<file path="config.mk">
export PLATFORM = sky130hd
export DESIGN_NAME = conv2_mac_sequencer
export DESIGN_NICKNAME = d
export VERILOG_FILES = /design/src/rtl/conv2_mac_sequencer.sv
export SDC_FILE = /design/constraint.sdc
export NUM_CORES = 2
export LEC_CHECK = 0
export BUFFER_PORTS_ARGS = -buffer_cell sky130_fd_sc_hd__clkbuf_2
export CORE_MARGIN = 1.5
export CORE_UTILIZATION = 59
export DETAILED_ROUTE_END_ITERATION = 6
export PLACE_DENSITY = 0.8
export SLEW_MARGIN = 20
export SYNTH_ARGS = -nofsm -noshare
export SYNTH_HDL_FRONTEND = slang
export SYNTH_SLANG_ARGS = --single-unit
</file>
<file path="constraint.sdc">
create_clock -name clk -period 6.6 [get_ports clk]
set_clock_uncertainty 0.2 [all_clocks]
set_input_delay 0.99 -clock clk [delete_from_list [all_inputs] [get_ports clk]]
set_output_delay 0.99 -clock clk [all_outputs]
set_load 0.01 [all_outputs]
</file>
<file path="src/rtl/conv2_mac_sequencer.sv">
// Conv2 MAC sequencer: sweeps the weight memory once per start, accumulates two-tap
// products over all input channels and emits one rescaled, saturated result per output filter.
module conv2_mac_sequencer #(
  parameter int N_OUT     = 10,
  parameter int N_IN      = 20,
  parameter int FRAC_BITS = 12,
  parameter int ACC_W     = 40,
  parameter int RELU_EN   = 1,
  parameter int DATA_W    = 16,
  parameter int COEF_W    = 16
) (
  input  logic                     clk,
  input  logic                     rst,
  input  logic                     start,
  output logic [3:0]               output_filter,
  output logic [4:0]               input_filter,
  input  logic signed [COEF_W-1:0] w0,
  input  logic signed [COEF_W-1:0] w1,
  input  logic signed [DATA_W-1:0] x0,
  input  logic signed [DATA_W-1:0] x1,
  output logic                     busy,
  output logic                     out_valid,
  output logic [3:0]               out_filter,
  output logic signed [DATA_W-1:0] out_data,
  output logic                     done
);

  localparam int PROD_W = DATA_W + COEF_W;
  localparam int STAGES = 2;
  localparam logic signed [ACC_W-1:0] SAT_MAX = ACC_W'((2 ** (DATA_W - 1)) - 1);
  localparam logic signed [ACC_W-1:0] SAT_MIN = ~SAT_MAX;

  typedef enum logic [1:0] {IDLE, RUN, DRAIN} state_t;

  state_t state, state_nxt;

  logic [3:0] f_cnt;
  logic [4:0] c_cnt;
  logic [1:0] drain_cnt;
  logic       row_end;
  logic       last_k;

  logic                     vld_p0;
  logic                     last_p0;
  logic [3:0]               fil_p0;
  logic signed [PROD_W-1:0] prod0_p0;
  logic signed [PROD_W-1:0] prod1_p0;

  logic signed [ACC_W-1:0] acc_p1;
  logic signed [ACC_W-1:0] acc_nxt;

  function automatic logic signed [DATA_W-1:0] sat_relu(input logic signed [ACC_W-1:0] v);
    logic signed [ACC_W-1:0]  s;
    logic signed [DATA_W-1:0] r;
    s = v >>> FRAC_BITS;
    if (s > SAT_MAX)      r = SAT_MAX[DATA_W-1:0];
    else if (s < SAT_MIN) r = SAT_MIN[DATA_W-1:0];
    else                  r = s[DATA_W-1:0];
    if ((RELU_EN != 0) && r[DATA_W-1]) r = '0;
    return r;
  endfunction

  assign row_end       = (c_cnt == 5'(N_IN - 1));
  assign last_k        = row_end && (f_cnt == 4'(N_OUT - 1));
  assign output_filter = f_cnt;
  assign input_filter  = c_cnt;
  assign busy          = (state != IDLE);

  always_ff @(posedge clk) begin
    if (rst) state <= IDLE;
    else     state <= state_nxt;
  end

  always_comb begin
    state_nxt = state;
    case (state)
      IDLE:    if (start) state_nxt = RUN;
      RUN:     if (last_k) state_nxt = DRAIN;
      DRAIN:   if (drain_cnt == 2'(STAGES - 1)) state_nxt = IDLE;
      default: state_nxt = IDLE;
    endcase
  end

  // Address generation: channel index is the fast counter, filter advances on its wrap
  always_ff @(posedge clk) begin
    if (rst) begin
      f_cnt     <= '0;
      c_cnt     <= '0;
      drain_cnt <= '0;
    end else begin
      case (state)
        RUN: begin
          drain_cnt <= '0;
          if (row_end) begin
            c_cnt <= '0;
            f_cnt <= last_k ? 4'd0 : f_cnt + 4'd1;
          end else begin
            c_cnt <= c_cnt + 5'd1;
          end
        end
        DRAIN: drain_cnt <= drain_cnt + 2'd1;
        default: begin
          f_cnt     <= '0;
          c_cnt     <= '0;
          drain_cnt <= '0;
        end
      endcase
    end
  end

  // Stage p0: products of the taps returned for the address issued this cycle
  always_ff @(posedge clk) begin
    if (rst) begin
      vld_p0   <= 1'b0;
      last_p0  <= 1'b0;
      fil_p0   <= '0;
      prod0_p0 <= '0;
      prod1_p0 <= '0;
    end else begin
      vld_p0   <= (state == RUN);
      last_p0  <= row_end;
      fil_p0   <= f_cnt;
      prod0_p0 <= PROD_W'(w0) * PROD_W'(x0);
      prod1_p0 <= PROD_W'(w1) * PROD_W'(x1);
    end
  end

  assign acc_nxt = acc_p1 + ACC_W'(prod0_p0) + ACC_W'(prod1_p0);

  // Stage p1: accumulate; on the last channel of a filter emit the result and restart the sum
  always_ff @(posedge clk) begin
    if (rst) begin
      acc_p1     <= '0;
      out_valid  <= 1'b0;
      done       <= 1'b0;
      out_filter <= '0;
      out_data   <= '0;
    end else begin
      out_valid <= 1'b0;
      done      <= 1'b0;
      if (vld_p0) begin
        if (last_p0) begin
          out_data   <= sat_relu(acc_nxt);
          out_filter <= fil_p0;
          out_valid  <= 1'b1;
          done       <= (fil_p0 == 4'(N_OUT - 1));
          acc_p1     <= '0;
        end else begin
          acc_p1 <= acc_nxt;
        end
      end
    end
  end

endmodule

</file>
==> impl_metrics.tcl <==
set metrics [dict create \
    status "finished, final reports clean" \
    cts_root_buf "clkbuf_16" \
    setup_viol 0 \
    cts_tree "yes" \
    grt_pass1_vias 22870 \
    synth-async-reset-ratio_pct 0 \
    drv_cap 0 \
    htreeDepth 4 \
    path_clk_slew_ns 0.07 \
    grt_setup_unrepaired "yes" \
    drcViolationCount 0 \
    grt_overflow 0 \
    antenna_found_initial 0 \
    synth_cells 2962 \
    fin_cells 3863 \
    synth.top_cell.area_share_pct 41.71 \
    dp_hpwl_um 57300 \
    synthTopCellsByArea "fa_1 42%, dfxtp_1 11%, ha_1 9.6%, inv_1 8.0%, and2_1 5.6%" \
    fin_hold_ws_ns 0.2548 \
    antenna_cells 0 \
    grt_pass1_wl_um 111600 \
    clk_path_buf_depth 2 \
    vias 21570 \
    syn_area_per_cell_um2 9.139 \
    hold_violations 0 \
    ys.flop_type "dfxtp_1" \
    crit_type "in -> reg" \
    gp_congestion 0.9562 \
    critPathMaxFanout 6 \
    slew_viol_final 0 \
    firstDrtPassIters 6 \
    netlist_area_mm2 0.02707 \
    place_area_mm2 0.03000 \
    clock_sinks 144 \
    synth-edff-count 0 \
    wl_um 68310 \
    finalNetCount 4088 \
    slew_headroom_pct 29.79 \
    dieArea_mm2 0.04717 \
    yosysTopAreaCell "fa_1" \
    fp.dieW_um 217.2 \
    synth.distinct_cells 72 \
    cp.required_ns 6.72 \
    area_growth_pct 15.44 \
    dp.cells 3814 \
    final_area_mm2 0.03125 \
    fillers 3442 \
    num_rows 78 \
    cts_made_buffers 17 \
    critPathLaunchType "input port" \
    ys_seq_area_share_pct 10.65 \
    numPortBuffers 97 \
    routedWlPerCell_um 17.68 \
    grt_max_degree 56 \
    core-area_mm2 0.04528 \
    pin_count 99 \
    multi_input_area_mm2 0.02197 \
    final_cell_mix "559 x inv_1, 552 x fa_1, 294 x nand2_1" \
    drive_gt1_share_pct 15.78 \
    final_common_cell "inv_1" \
    drtAntennaViolNets 0 \
    vias_per_cell 5.585 \
    endpoint_kind "flop" \
    ctsHoldBuffers 0 \
    finalCriticalPeriod_ns 6.566 \
    clock_latency_ns 0.44 \
    fmax_mhz 152.3 \
    ys.warnings.count 0 \
    tightest_slew_ns 1.049 \
    synth-seq-cells 144 \
    period_share_pct 99.48 \
    syn_nets 3800 \
    drt_iter0_drc 1728 \
    hp-class "reg -> reg" \
    ff_latch_area_mm2 0.002883 \
    grt_usage_pct 29.71 \
    die_h_um 217.2 \
    cp_data_arrival_time_ns 6.69 \
    start_util_pct 59.78 \
]
-- repair_timing --
item                                   in CTS  in global routing
setup endpoints to repair                   1                 17
buffers inserted                            0                 18
gates resized for setup                     2                190
pin swaps                                   1                 87
endpoints found under the hold margin       0                  0
-- area by class of cell --
| cell class | instances | area share [%] |
|---|---|---|
| Inverter | 581 | 6.979 |
| Multi-Input combinational cell | 2126 | 70.29 |
| Clock inverter | 15 | 0.5245 |
| Clock buffer | 17 | 1.361 |
| Tap cell | 600 | 2.402 |
| Timing Repair Buffer | 380 | 9.213 |
| Sequential cell | 144 | 9.225 |
-- sequential cells by signal, summed over array words and instances (netlist names) --
register,cells
acc_p1,40
done,1
drain_cnt,2
fil_p0,4
input_filter,5
last_p0,1
out_data,15
out_filter,4
out_valid,1
output_filter,4
prod0_p0,32
prod1_p0,32
state,2
vld_p0,1
-- layer usage --
layer  global-route usage (%)  part of all wire, %
met5                        0                    0
met4                    10.23                  3.5
met3                    3.732                  6.5
met2                    49.00                   48
met1                    40.68                   42
-- worst paths after layout --
path | start | end | slack [ns] | depth (start not counted)
setup / recovery | w0[14] | prod0_p0[31] | 0.03 | 21
hold reg to reg | drain_cnt[0] | drain_cnt[0] | 0.25 | 1
hold / removal | drain_cnt[0] | drain_cnt[0] | 0.25 | 1
setup reg to reg | prod1_p0[1] | out_data[0] | 1.43 | 13
-- worst max-delay path: stages --
cell and delay, ns:
clkbuf_2 0.17, buf_4 0.18, and2_1 0.18, fa_1 0.60, fa_1 0.46, fa_1 0.52, fa_1 0.44, fa_1 0.49
inv_1 0.05, fa_1 0.47, inv_1 0.04, ha_1 0.31, a21o_1 0.20, a221o_1 0.34, a31oi_1 0.19, o21ai_2 0.10
a41o_1 0.26, o211ai_1 0.33, a21oi_1 0.11, a31oi_1 0.14, nand4_1 0.10
-- kinds of logic (layout without fill, tap and decap cells) --
| logic type | Yosys count | count (layout) | synth area share (%) |
|---|---|---|---|
| AO/OA/AOI/OAI | 380 | 380 | 9.300 |
| XOR/XNOR | 100 | 100 | 3.236 |
| adder cells (fa/ha/maj) | 771 | 771 | 51.28 |
| buffers and inverters | 692 | 993 | 9.661 |
| flip-flops | 144 | 144 | 10.65 |
| multiplexers | 2 | 2 | 0.07858 |
| other | 1 | 1 | 0.01385 |
| AND/OR/NAND/NOR | 872 | 872 | 15.78 |
-- through the flow --
step / setup WS, ns / util (%) / TNS (ns)
after floorplan: -0.1211 / - / -0.1669
after global placement: -0.4291 / 66.22 / -4.176
after detailed placement: -0.5138 / 66.26 / -6.284
after CTS: 0.01398 / 67.58 / 0
after global routing: -0.2061 / 69.01 / -0.7850
final: 0.03443 / 69.01 / 0
-- cell usage after synthesis (3+ instances only) --
library cell  number
o21ai_0           54
inv_1            580
o21bai_1          11
nand3b_1           6
a221o_1            3
or3_1              6
nand4_1           12
a2111o_1           3
fa_1             564
nand3_1           25
and3_1            18
xnor2_1           73
nor2b_1           24
or2_2              7
a221oi_1           3
a22o_1             3
dfxtp_1          144
a21boi_0           4
nor2_1           167
o211ai_1           5
o22ai_1            3
a211o_1            7
nor4_1             6
o21a_1            12
nand2_1          302
a31oi_1           30
a2111oi_0          3
a21oi_1          101
and2_1           241
a22oi_1           37
a21o_1            52
clkbuf_1         104
xor2_1            27
nand2b_1          21
o311ai_0           3
ha_1             207
a32oi_1           14
a211oi_1          14
nor3_1            25
Power is left out: the tool's default activity adds up to more than one toggle a clock period on the data nets, which glitch-free logic cannot reach.
